### src/rtl/clk_div_cfg_ctrl_if.sv
// Config/handshake bundle between the clock-control register block, the
// divider sequencer and the integer divider plus clock gate.
interface clk_div_cfg_ctrl_if #(
   parameter int DIV_VALUE_WIDTH = 32
);
   logic [DIV_VALUE_WIDTH-1:0] cfg_div_i;
   logic                       cfg_init_i;
   logic                       cfg_valid_i;
   logic                       cfg_ready_o;
   logic [DIV_VALUE_WIDTH-1:0] div_o;
   logic                       clk_init_o;
   logic                       div_valid_o;
   logic                       div_ready_i;
   logic                       div_done_i;
   logic                       clk_en_o;
   logic                       busy_o;
   logic                       err_o;

   // master: requester plus divider side; slave: the sequencer
   modport master (
      output cfg_div_i, cfg_init_i, cfg_valid_i, div_ready_i, div_done_i,
      input  cfg_ready_o, div_o, clk_init_o, div_valid_o, clk_en_o, busy_o, err_o
   );
   modport slave (
      input  cfg_div_i, cfg_init_i, cfg_valid_i, div_ready_i, div_done_i,
      output cfg_ready_o, div_o, clk_init_o, div_valid_o, clk_en_o, busy_o, err_o
   );
endinterface

### src/rtl/clk_div_cfg_ctrl.sv
// Runtime reprogramming sequencer for an integer clock divider: gate, program, wait done, settle.
// Optional done-wait timeout with sticky err_o when CLK_DIV_CTRL_TIMEOUT_EN is defined.
module clk_div_cfg_ctrl #(
   parameter int          DIV_VALUE_WIDTH = 32,
   parameter int unsigned DEF_DIV         = 1,
   parameter int          GATE_CYCLES     = 4,
   parameter int          TIMEOUT_WIDTH   = 8
) (
   input logic               clk_i,
   input logic               rst_n_i,
   clk_div_cfg_ctrl_if.slave bus
);
   localparam int GW = (GATE_CYCLES < 2) ? 1 : $clog2(GATE_CYCLES);
   localparam logic [GW-1:0] GLAST = GW'(GATE_CYCLES - 1);

   typedef enum logic [2:0] {IDLE, GATE, PROG, WAIT_DONE, SETTLE} state_t;

   state_t                     state;
   logic [GW-1:0]              gcnt;
   logic [DIV_VALUE_WIDTH-1:0] div;
   logic                       init;
   logic                       div_valid;
   logic                       ready;
   logic                       clk_en;
   logic                       busy;
   logic                       accept;
   logic                       expire;

   assign accept = (state == IDLE) && bus.cfg_valid_i && ready;

   always_ff @(posedge clk_i or negedge rst_n_i) begin
      if (!rst_n_i) begin
         state     <= IDLE;
         gcnt      <= '0;
         div       <= DIV_VALUE_WIDTH'(DEF_DIV);
         init      <= 1'b0;
         div_valid <= 1'b0;
         ready     <= 1'b1;
         clk_en    <= 1'b1;
         busy      <= 1'b0;
      end else begin
         case (state)
            IDLE: begin
               if (accept) begin
                  div    <= bus.cfg_div_i;
                  init   <= bus.cfg_init_i;
                  ready  <= 1'b0;
                  busy   <= 1'b1;
                  clk_en <= 1'b0;
                  gcnt   <= '0;
                  state  <= GATE;
               end
            end
            GATE: begin
               if (gcnt == GLAST) begin
                  gcnt      <= '0;
                  div_valid <= 1'b1;
                  state     <= PROG;
               end else begin
                  gcnt <= gcnt + 1'b1;
               end
            end
            PROG: begin
               if (bus.div_ready_i) begin
                  div_valid <= 1'b0;
                  state     <= WAIT_DONE;
               end
            end
            WAIT_DONE: begin
               // done has priority over a coincident timeout expiry
               if (bus.div_done_i || expire) begin
                  gcnt  <= '0;
                  state <= SETTLE;
               end
            end
            SETTLE: begin
               if (gcnt == GLAST) begin
                  gcnt   <= '0;
                  clk_en <= 1'b1;
                  ready  <= 1'b1;
                  busy   <= 1'b0;
                  state  <= IDLE;
               end else begin
                  gcnt <= gcnt + 1'b1;
               end
            end
            default: state <= IDLE;
         endcase
      end
   end

`ifdef CLK_DIV_CTRL_TIMEOUT_EN
   // Expiry fires on the cycle the wait count would reach all-ones.
   localparam logic [TIMEOUT_WIDTH-1:0] TLAST = ~TIMEOUT_WIDTH'(1);

   logic [TIMEOUT_WIDTH-1:0] tcnt;
   logic                     err;

   assign expire = (state == WAIT_DONE) && !bus.div_done_i && (tcnt == TLAST);

   always_ff @(posedge clk_i or negedge rst_n_i) begin
      if (!rst_n_i) begin
         tcnt <= '0;
         err  <= 1'b0;
      end else begin
         if (accept)      err <= 1'b0;
         else if (expire) err <= 1'b1;
         if (state != WAIT_DONE)    tcnt <= '0;
         else if (!bus.div_done_i)  tcnt <= tcnt + 1'b1;
      end
   end

   assign bus.err_o = err;
`else
   assign expire    = 1'b0;
   assign bus.err_o = 1'b0;
   // nothing to build for the timeout in this configuration
   if (TIMEOUT_WIDTH < 1) begin : g_no_timeout
   end
`endif

   assign bus.cfg_ready_o = ready;
   assign bus.div_o       = div;
   assign bus.clk_init_o  = init;
   assign bus.div_valid_o = div_valid;
   assign bus.clk_en_o    = clk_en;
   assign bus.busy_o      = busy;
endmodule

### src/flat_wrapper.sv
// flat-port wrapper written by rule: the top's interface ports become plain ports
module clk_div_cfg_ctrl_flat 
#(
   parameter int          DIV_VALUE_WIDTH = 32,
   parameter int unsigned DEF_DIV         = 1,
   parameter int          GATE_CYCLES     = 4,
   parameter int          TIMEOUT_WIDTH   = 8
)
  (clk_i, rst_n_i, bus_cfg_div_i, bus_cfg_init_i, bus_cfg_valid_i, bus_div_ready_i, bus_div_done_i, bus_cfg_ready_o, bus_div_o, bus_clk_init_o, bus_div_valid_o, bus_clk_en_o, bus_busy_o, bus_err_o);
  clk_div_cfg_ctrl_if #(.DIV_VALUE_WIDTH(DIV_VALUE_WIDTH)) bus_i ();
  input logic clk_i;
  input logic rst_n_i;
  input wire logic [$bits(bus_i.cfg_div_i)-1:0] bus_cfg_div_i;
  input wire logic [$bits(bus_i.cfg_init_i)-1:0] bus_cfg_init_i;
  input wire logic [$bits(bus_i.cfg_valid_i)-1:0] bus_cfg_valid_i;
  input wire logic [$bits(bus_i.div_ready_i)-1:0] bus_div_ready_i;
  input wire logic [$bits(bus_i.div_done_i)-1:0] bus_div_done_i;
  output wire logic [$bits(bus_i.cfg_ready_o)-1:0] bus_cfg_ready_o;
  output wire logic [$bits(bus_i.div_o)-1:0] bus_div_o;
  output wire logic [$bits(bus_i.clk_init_o)-1:0] bus_clk_init_o;
  output wire logic [$bits(bus_i.div_valid_o)-1:0] bus_div_valid_o;
  output wire logic [$bits(bus_i.clk_en_o)-1:0] bus_clk_en_o;
  output wire logic [$bits(bus_i.busy_o)-1:0] bus_busy_o;
  output wire logic [$bits(bus_i.err_o)-1:0] bus_err_o;
  assign bus_i.cfg_div_i = bus_cfg_div_i;
  assign bus_i.cfg_init_i = bus_cfg_init_i;
  assign bus_i.cfg_valid_i = bus_cfg_valid_i;
  assign bus_i.div_ready_i = bus_div_ready_i;
  assign bus_i.div_done_i = bus_div_done_i;
  assign bus_cfg_ready_o = bus_i.cfg_ready_o;
  assign bus_div_o = bus_i.div_o;
  assign bus_clk_init_o = bus_i.clk_init_o;
  assign bus_div_valid_o = bus_i.div_valid_o;
  assign bus_clk_en_o = bus_i.clk_en_o;
  assign bus_busy_o = bus_i.busy_o;
  assign bus_err_o = bus_i.err_o;
  clk_div_cfg_ctrl #(.DIV_VALUE_WIDTH(DIV_VALUE_WIDTH), .DEF_DIV(DEF_DIV), .GATE_CYCLES(GATE_CYCLES), .TIMEOUT_WIDTH(TIMEOUT_WIDTH)) u_core (.clk_i(clk_i), .rst_n_i(rst_n_i), .bus(bus_i));
endmodule
### config.mk
export PLATFORM = sky130hd
export DESIGN_NAME = clk_div_cfg_ctrl_flat
export DESIGN_NICKNAME = d
export VERILOG_FILES = /design/src/rtl/clk_div_cfg_ctrl_if.sv /design/src/rtl/clk_div_cfg_ctrl.sv /design/src/flat_wrapper.sv
export SDC_FILE = /design/constraint.sdc
export NUM_CORES = 1
export LEC_CHECK = 0
export CORE_AREA = 5 5 70 72
export CTS_CLUSTER_DIAMETER = 100
export CTS_CLUSTER_SIZE = 25
export DETAILED_ROUTE_END_ITERATION = 8
export DIE_AREA = 0 0 75 77
export PLACE_DENSITY = 0.87
export SLEW_MARGIN = 20
export SYNTH_ARGS = -nofsm -noshare
export SYNTH_HDL_FRONTEND = slang
export SYNTH_SLANG_ARGS = --single-unit
### constraint.sdc
create_clock -name clk_i -period 2.57 [get_ports clk_i]
set_clock_uncertainty 0.15 [all_clocks]
set_input_delay 0.514 -clock clk_i [delete_from_list [all_inputs] [get_ports clk_i]]
set_output_delay 0.514 -clock clk_i [all_outputs]
set_load 0.02 [all_outputs]
==> flow_summary.json, run 1 <==
{
  "status": "complete, no violations",
  "antenna_found_initial": 0,
  "critPathCaptureType": "primary output",
  "final_max_slew_viol_count": 0,
  "power.ir.vdd_worst_mv": 0.508,
  "place.gp.congestion": 0.777,
  "clkSinkCount": 41,
  "p_leak_nw": 1.23,
  "drive_above_1_share_pct": 26.2,
  "total_switching_power_mw": 1.12,
  "number_of_warning_messages_in_the_yosys_log": 0,
  "worst_path_dominant_cell_family": "buffers and inverters",
  "first_global_vias": 1320,
  "critical_path_peak_fanout": 7,
  "insertedDiodeCount": 0,
  "clkLatencyLatePin_ps": 290,
  "layout_area_overhead_pct": 47.6,
  "number_of_buffers_inserted_for_hold_repair_after_clock_tree_synthesis": 0,
  "drt.antenna.violating_nets": 0,
  "post-route-min-period_ps": 2220,
  "detail_route.wl_per_cell_um": 17.0,
  "max_stage_delay_ps": 640,
  "power.density_nw_per_um2": 1190,
  "die-width_um": 75,
  "clk_root_buffer_cell": "clkbuf_8",
  "clock_network_fraction_of_design_power_pct": 12.9,
  "syn-num-nets": 152,
  "p_int_mw": 2.04,
  "placementRows": 24,
  "layout_setup_ws_ps": 348,
  "gr-total-overflow": 0,
  "routed_wl_mm": 4.14,
  "timing_hold_violations_final": 0,
  "placement.setup.worst_slack_ps": 434,
  "min_path_type": "input port to asynchronous set/reset pin",
  "drt-vias-per-instance": 4.93,
  "cap_violations": 0,
  "transition_time_at_the_pin_with_the_least_slew_margin_ps": 520,
  "detail_route.iter0.violations": 58,
  "path_class": "register to primary output",
  "path_buf_inv": 1,
  "timing.max_slew.rel_slack_pct": 65.3,
  "worst_setup_hold_path_clk_slew_ps": 80,
  "synthesis.area_um2": 1800,
  "crit_arrival_ps": 1560,
  "remaining_drc_errors": 0,
  "placeableCoreArea_um2": 4230,
  "power_switching_share_pct": 35.4,
  "tritoncts.num_buffers": 5,
  "grt_setup_unrepaired": "false",
  "clock_tree.buffer_depth": 2,
  "timing.critical_path.from_type": "register",
  "power_frac_comb_pct": 49.9,
  "io_buffer_count": 74,
  "post_cts_buffers": 0,
  "crit_chain": "clkdlybuf4s50_1",
  "total_die_area_um2": 5780,
  "detailroute.via_count": 1198,
  "die_h_um": 77,
  "initial_utilization_pct": 42.5,
  "final_layout_net_count": 229,
  "setup_total_negative_slack_ps": 0,
  "cts_tree": "yes",
  "fmax_mhz": 450,
  "period_utilization_pct": 86.5,
  "grt_max_degree": 30,
  "synthDistinctLibCells": 27,
  "fillers": 329,
  "drt_pre_antenna_iters": 5,
  "setup_viol_count_final": 0,
  "hold_slack_ps": 39.3,
  "synthesized_area_per_cell_um2": 15.9,
  "share_of_the_yosys_chip_area_belonging_to_registers_pct": 57.2,
  "sequentialPowerShare_pct": 37.1,
  "globalRouteTotalUtil_pct": 15.3,
  "cts_htree_levels": 2,
  "synthesis.instances": 113,
  "cts_resized": 0,
  "critPathSlowestCell": "clkdlybuf4s50_1",
  "worst-endpoint-required_ps": 1910,
  "floorplan.io_pins": 76,
  "grt_first_pass_wirelength_mm": 6.64,
  "synth-seq-cells": 41,
  "dpl.hpwl_mm": 3.15
}
-- through the flow --
| step | std cells | power (mW) | utilization, % | instance area [um2] |
|---|---|---|---|---|
| CTS | 243 | 3.19 | 62.7 | 2660 |
| global route | 243 | 3.33 | 62.7 | 2660 |
| global placement | 235 | 2.72 | 60.7 | 2570 |
| finish | 243 | 3.16 | 62.7 | 2660 |
| detailed placement | 235 | 2.77 | 60.7 | 2570 |
| floorplan | 113 | 2.05 | - | 1800 |
-- state kept, by name, summed over array words and instances, names as in the netlist --
register / flops
u_core.bus.cfg_ready_o: 1
u_core.bus.clk_init_o: 1
u_core.state: 3
u_core.gcnt: 2
u_core.bus.div_valid_o: 1
u_core.bus.div_o: 32
u_core.bus.busy_o: 1
-- layout by cell type, fill, tap and decap left out, drive strengths merged --
cell type and n:
nand2 5, dfrtp 39, clkbuf 5, a21oi 4, mux4 1, a32o 1, o21ai 1, o2bb2ai 1
buf 4, a31oi 2, ha 1, o32ai 1, a221o 1, clkdlybuf4s50 73, nor2 3, o31ai 1
nand4 1, dfstp 2, clkinv 2, inv 4, a32oi 1, nand3 1, a211oi 1, mux2 33
conb 1, clkinvlp 1, xor2 1
-- Yosys cell counts, drive strengths merged --
master / instances / share of area (%)
dfstp: 2 / 2.9
a32oi: 1 / 0.49
a21oi: 4 / 1.1
a221o: 1 / 0.56
o21ai: 1 / 0.28
nor2: 3 / 1.0
xor2: 1 / 0.49
a31oi: 2 / 0.70
dfrtp: 39 / 54
mux4: 1 / 1.3
nand4: 1 / 1.2
o2bb2ai: 1 / 0.49
a211oi: 1 / 0.42
nand2: 5 / 1.0
ha: 1 / 0.70
o32ai: 1 / 0.49
a32o: 1 / 0.56
nand3: 1 / 0.28
conb: 1 / 0.21
o31ai: 1 / 0.42
buf: 7 / 3.6
mux2: 33 / 27
inv: 4 / 0.83
-- cells by family after synthesis --
logic type,after synthesis,synth area share (%)
flip-flops,41,57.2
adder cells (fa/ha/maj),1,0.695
XOR/XNOR,1,0.487
multiplexers,34,28.0
buffers and inverters,11,4.45
other,1,0.208
AND/OR/NAND/NOR,10,3.55
AO/OA/AOI/OAI,14,5.49
-- path summary, 6_finish.rpt --
check | from | end | slack, ps | depth (start not counted)
hold reg to reg | u_core.bus.div_o[29] | u_core.bus.div_o[29] | 360 | 1
setup reg to reg | u_core.state[2] | u_core.bus.div_o[18] | 780 | 4
min in group clk_i | u_core.bus.div_o[29] | u_core.bus.div_o[29] | 360 | 1
setup / recovery | u_core.bus.cfg_ready_o | bus_cfg_ready_o | 350 | 1
max in group asynchronous | rst_n_i | u_core.bus.cfg_ready_o | 1630 | 2
hold / removal | rst_n_i | u_core.gcnt[1] | 40 | 1
-- power groups by stage --
stage / registers (mW) / clock network [mW] / logic (mW)
6_report: 1.17 / 0.409 / 1.58
5_1_grt: 1.22 / 0.444 / 1.67
4_1_cts: 1.18 / 0.419 / 1.60
3_5_place_dp: 1.18 / 0 / 1.59
3_3_place_gp: 1.17 / 0 / 1.55
2_1_floorplan: 1.45 / 0 / 0.602
-- final cells by class --
class,instances,area (um2),share of cell area (%)
clock inverters,3,17.5,0.659
inverters,4,15.0,0.565
repair buffers,77,771,29.0
multi-input cells,61,691,26.0
flip-flops and latches,41,1030,38.7
clock buffers,5,68.8,2.59
well taps,52,65.1,2.45
-- per-layer routing --
metal / track usage, % / vias to the layer above / share of wire, %
met2: 25.6 / 50 / 53
li1: - / 548 / -
met1: 18.4 / 593 / 40
met3: 3.27 / 7 / 5.9
met4: 6.58 / 0 / 1.7
met5: 0 / - / 0
Note: power is estimated with default switching activity, not from simulation.
==> run 2, diff against run 1 <==
--- a/config.mk
+++ b/config.mk
@@ -5,11 +5,11 @@
 export SDC_FILE = /design/constraint.sdc
 export NUM_CORES = 1
 export LEC_CHECK = 0
-export CORE_AREA = 5 5 70 72
+export CORE_AREA = 2 2 67 69
 export CTS_CLUSTER_DIAMETER = 100
-export CTS_CLUSTER_SIZE = 25
+export CTS_CLUSTER_SIZE = 16
 export DETAILED_ROUTE_END_ITERATION = 8
-export DIE_AREA = 0 0 75 77
+export DIE_AREA = 0 0 69 71
 export PLACE_DENSITY = 0.87
 export SLEW_MARGIN = 20
 export SYNTH_ARGS = -nofsm -noshare
==> run 2 against run 1 <==
Compared with the run above:
- via count down 3.7%
- total power up 2.7%
- register-to-register slack about the same
- sequential cell count unchanged
- combinational power about the same
- critical path depth unchanged
- hold slack better by 160 ps
- sequential share of layout area down 0.15 points
- largest power group unchanged
- highest routed layer unchanged
==> flow_summary.json, run 2 (synthesis results as in run 1) <==
{
  "fmax_mhz": 459,
  "final_max_slew_viol_count": 0,
  "mostFrequentLayoutCells": "clkdlybuf4s50_1, dfrtp_1, mux2_4",
  "detail_route.iter0.violations": 77,
  "worst-endpoint-required_ps": 1910,
  "place.gp.congestion": 0.733,
  "insertedDiodeCount": 0,
  "path_class": "register to primary output",
  "timing_hold_violations_final": 0,
  "setup_viol_count_final": 0,
  "crit_chain": "clkdlybuf4s50_1",
  "largest_register_ffs": 32,
  "globalRouteTotalUtil_pct": 15.6,
  "timing.max_slew.rel_slack_pct": 41.3,
  "timing.critical_path.from_type": "register",
  "min_path_type": "input port to asynchronous set/reset pin",
  "grt_setup_unrepaired": "false",
  "grt_max_degree": 42,
  "period_utilization_pct": 84.9,
  "max_stage_delay_ps": 630,
  "cts_htree_levels": 2,
  "critical_path_peak_fanout": 7,
  "power.density_nw_per_um2": 1220,
  "clkSinkCount": 41,
  "critPathSlowestCell": "clkdlybuf4s50_1",
  "worst_setup_hold_path_clk_slew_ps": 80,
  "layout_area_overhead_pct": 48.2,
  "first_global_vias": 1214,
  "detailroute.via_count": 1154,
  "number_of_buffers_inserted_for_hold_repair_after_clock_tree_synthesis": 0,
  "path_buf_inv": 1,
  "placementRows": 24,
  "clkLatencyLatePin_ps": 280,
  "p_leak_nw": 1.23,
  "transition_time_at_the_pin_with_the_least_slew_margin_ps": 881,
  "reg2reg_from": "u_core.state[2]",
  "cts_resized": 0,
  "final_layout_net_count": 228,
  "drt.antenna.violating_nets": 0,
  "worst_path_dominant_cell_family": "buffers and inverters",
  "status": "complete, no violations",
  "fin_cells": 242,
  "drt-vias-per-instance": 4.77,
  "tritoncts.num_buffers": 5,
  "floorplan.io_pins": 76,
  "routed_wl_mm": 3.68,
  "io_buffer_count": 74,
  "depth_of_the_most_critical_reg_to_reg_path": 4,
  "post-route-min-period_ps": 2180,
  "cap_violations": 0,
  "initial_utilization_pct": 42.8,
  "total_die_area_um2": 4900,
  "clk_root_buffer_cell": "clkbuf_8",
  "setup_total_negative_slack_ps": 0,
  "critical_path.startpoint": "u_core.bus.cfg_ready_o",
  "gr-total-overflow": 0,
  "post_cts_buffers": 0,
  "drt_pre_antenna_iters": 2,
  "endpoint_of_the_lowest_slack_register_to_register_path": "u_core.bus.div_o[15]",
  "post-place-cells": 234,
  "critPathCapture": "bus_cfg_ready_o",
  "die_h_um": 71,
  "most_common_cell_after_layout_fill_and_taps_aside": "clkdlybuf4s50_1",
  "cts_tree": "yes",
  "timing.critical_path.depth": 1,
  "detail_route.wl_per_cell_um": 15.2,
  "power.ir.vdd_worst_mv": 0.744,
  "crit_arrival_ps": 1520,
  "clock_tree.buffer_depth": 2,
  "timing.reg2reg.setup_slack_ps": 790,
  "remaining_drc_errors": 0,
  "dpl.hpwl_mm": 2.73,
  "placeableCoreArea_um2": 4200,
  "die-width_um": 69,
  "grt_first_pass_wirelength_mm": 6.00,
  "critPathCaptureType": "primary output",
  "drive_above_1_share_pct": 25.3,
  "antenna_found_initial": 0
}
-- run 2: cell type report --
| class | instances | area, um2 |
|---|---|---|
| clock buffer | 7 | 86.3 |
| clock inverter | 1 | 30.0 |
| multi-input combinational | 61 | 691 |
| tap | 52 | 65.1 |
| sequential | 41 | 1030 |
| inverter | 4 | 15.0 |
| timing repair buffer | 76 | 751 |
| fill | 323 | 1540 |
-- run 2: routing by layer --
layer / vias up / share of wire (%) / GRT usage, %
met5: - / 0 / 0
met4: 0 / 1.8 / 6.10
met3: 6 / 4.6 / 3.56
met2: 41 / 55 / 27.5
met1: 561 / 39 / 18.6
li1: 546 / - / -
-- run 2: worst min path at each step --
stage,to,slack (ps),depth (start not counted)
after floorplan,u_core.bus.busy_o,70,0
after global placement,u_core.gcnt[0],330,1
after detailed placement,u_core.bus.div_o[14],340,1
after CTS,u_core.bus.div_o[4],240,1
after global routing,u_core.bus.div_o[4],280,1
final,u_core.bus.div_o[15],200,1
-- run 2: where the power goes --
group | total, mW | switching, mW | internal [mW]
logic | 1.56 | 0.660 | 0.901
registers | 1.16 | 0.211 | 0.950
clock network | 0.523 | 0.206 | 0.317
-- run 2: per-stage QoR --
stage / power [mW] / utilization [%] / hold WS (ps) / area, um2 / setup slack, ps
2_1_floorplan: 2.05 / - / 68.4 / 1800 / 1000
3_3_place_gp: 2.70 / 60.7 / 333 / 2550 / 456
3_5_place_dp: 2.74 / 60.7 / 341 / 2550 / 437
4_1_cts: 3.29 / 63.4 / 237 / 2670 / 366
5_1_grt: 3.42 / 63.4 / 278 / 2670 / 346
6_report: 3.25 / 63.4 / 201 / 2670 / 389
-- run 2: worst reg2reg max path, stage by stage (launching register included) --
cell and delay [ps]:
dfrtp_1 550, inv_1 170, nand4_4 100, buf_4 330
mux2_2 380
==> edit (flow settings as in run 1) <==
`DIV_VALUE_WIDTH` is set to 32 in 3 places; all go to 16.
--- a/src/rtl/clk_div_cfg_ctrl_if.sv
+++ b/src/rtl/clk_div_cfg_ctrl_if.sv
@@ -1,7 +1,7 @@
 // Config/handshake bundle between the clock-control register block, the
 // divider sequencer and the integer divider plus clock gate.
 interface clk_div_cfg_ctrl_if #(
-   parameter int DIV_VALUE_WIDTH = 32
+   parameter int DIV_VALUE_WIDTH = 16
 );
    logic [DIV_VALUE_WIDTH-1:0] cfg_div_i;
    logic                       cfg_init_i;
--- a/src/rtl/clk_div_cfg_ctrl.sv
+++ b/src/rtl/clk_div_cfg_ctrl.sv
@@ -1,7 +1,7 @@
 // Runtime reprogramming sequencer for an integer clock divider: gate, program, wait done, settle.
 // Optional done-wait timeout with sticky err_o when CLK_DIV_CTRL_TIMEOUT_EN is defined.
 module clk_div_cfg_ctrl #(
-   parameter int          DIV_VALUE_WIDTH = 32,
+   parameter int          DIV_VALUE_WIDTH = 16,
    parameter int unsigned DEF_DIV         = 1,
    parameter int          GATE_CYCLES     = 4,
    parameter int          TIMEOUT_WIDTH   = 8
--- a/src/flat_wrapper.sv
+++ b/src/flat_wrapper.sv
@@ -1,7 +1,7 @@
 // flat-port wrapper written by rule: the top's interface ports become plain ports
 module clk_div_cfg_ctrl_flat 
 #(
-   parameter int          DIV_VALUE_WIDTH = 32,
+   parameter int          DIV_VALUE_WIDTH = 16,
    parameter int unsigned DEF_DIV         = 1,
    parameter int          GATE_CYCLES     = 4,
    parameter int          TIMEOUT_WIDTH   = 8
Ports: changed (resized bus_cfg_div_i and bus_div_o); port bits go from 76 to 44. The function was not compared with the original's and may differ.
==> edit against run 1 <==
  * Routed wire length shrank 44%
  * Synthesized cell count down 27%
  * Largest power group unchanged
  * Combinational power down 44%
  * Setup slack gained 0.0099 ns
  * First-iteration DRC count decreased by 83%
  * Power fell by 42%
  * Synthesized area shrank 36%
  * Sequential cell count fell by 16
  * Clock power decreased by 44%
  * Highest routed layer unchanged
  * Critical path depth unchanged
  * Fmax up 0.45%
  * Final area fell by 38%
==> edit: results (changes against run 1) <==
- Status: finished clean
- H-tree depth: 1 (-1)
- Placed Area: 1590 um^2 (-38%)
- I/O Buffers: 42 (-43%)
- Vias per Instance: 4.354 (-12%)
- Buffers, non-clock: 43 (-44%)
- Finished Core Util: 38.65% (-24 points)
- Hold WS: 0.3407 ns (+0.3014 ns)
- GRT met3 Usage: 4.183% (+0.92 points)
- Register fraction of the total cell area: 38.38% (-0.34 points)
- Yosys cell types: 26 (-3.7%)
- FF-to-FF End: u_core.bus.div_o[12]
- Post-synthesis xor/xnor area fraction: 0.7609% (+0.27 points)
- Fillers: 412 (+25%)
- Placer Congestion: 0.7736 (-0.48%)
- Design Power: 1.838 mW (-42%)
- Worst stage delay on the critical path: 0.66 ns (+0.02 ns)
- Buffer share of cell area: 26.15% (-2.9 points)
- Worst R2R Start: u_core.state[0]
- Post-Place Setup Slack: 0.3821 ns (-0.05186 ns)
- Non-Filler Instances: 175 (-28%)
- Largest net degree at the start of global routing: 26 (-13%)
- Met3 wire len: 258 um (+5.3%)
- Power share of the clock group: 12.5% (-0.4 points)
- Met2 wire len: 1.118 mm (-49%)
- Sequential Power: 0.725 mW (-38%)
- Clk cell area share: 2.829% (-0.42 points)
- Dpl cells: 171 (-27%)
- Multi-input logic area: 457.9 um^2 (-34%)
- Share of layout cells above drive strength 1: 21.95% (-4.2 points)
- Worst hold-check path type: reg2reg
- Vias in the first global route: 851 (-36%)
- Adder-Cell Fraction of Synth Area: 1.087% (+0.39 points)
- Syn_area_per_cell: 14.04 um^2 (-12%)
- Leakage power total: 0.7077 nW (-42%)
- Compound-Gate Fraction of Synth Area: 7.826% (+2.3 points)
- GRT Util Overall: 8.454% (-6.8 points)
- Clock buffer count in the final layout: 3 (-2)
- Pre-antenna DRT Iters: 4 (-1)
- Clock latency on the worst-skew pair: 0.26 ns (-0.03 ns)
- Non-clk invs: 3 (-1)
- Clock sinks: 25 (-39%)
- Peak supply drop: 369.1 uV (-27%)
- Initial drt markers: 10 (-83%)
- Global-route track usage on met1: 10.22% (-8.2 points)
- Main area contributors after synthesis: dfrtp_1 (50%), mux2_4 (13%), mux2_2 (6.8%)
- Global Route met2 Usage: 12.98% (-13 points)
- Max reg flops: 16 (-50%)
- Syn Nets: 105 (-31%)
- Detailed Place HPWL: 1.751 mm (-44%)
- Register-to-register setup slack: 0.80 ns (+0.02 ns)
- Sequential cell area fraction in the yosys report: 54.57% (-2.6 points)
- Wirelength per Cell: 13.21 um (-22%)
- Worst Reg-to-Reg Cells: 3 (-1)
- DRT met1 WL: 925 um (-44%)
-- edit: changes by cell type in the layout (fill, tap and decap cells not counted), sizes merged, moves of 2 or more --
cell           delta
clkdlybuf4s50    -31
dfrtp            -16
mux2             -16
buf               -3
clkbuf            -2
nand3b            +2
-- edit: worst max-delay path by stage --
stage | slack [ns] | cells past startpoint | startpoint | end
floorplan | 0.99 | 3 | u_core.bus.cfg_ready_o | u_core.bus.clk_init_o
global placement | 0.39 | 3 | bus_cfg_valid_i | u_core.bus.div_o[12]
detailed placement | 0.38 | 3 | bus_cfg_valid_i | u_core.bus.div_o[14]
CTS | 0.34 | 1 | u_core.bus.cfg_ready_o | bus_clk_en_o
global route | 0.29 | 1 | u_core.bus.cfg_ready_o | bus_clk_en_o
finish | 0.36 | 1 | u_core.bus.cfg_ready_o | bus_clk_en_o
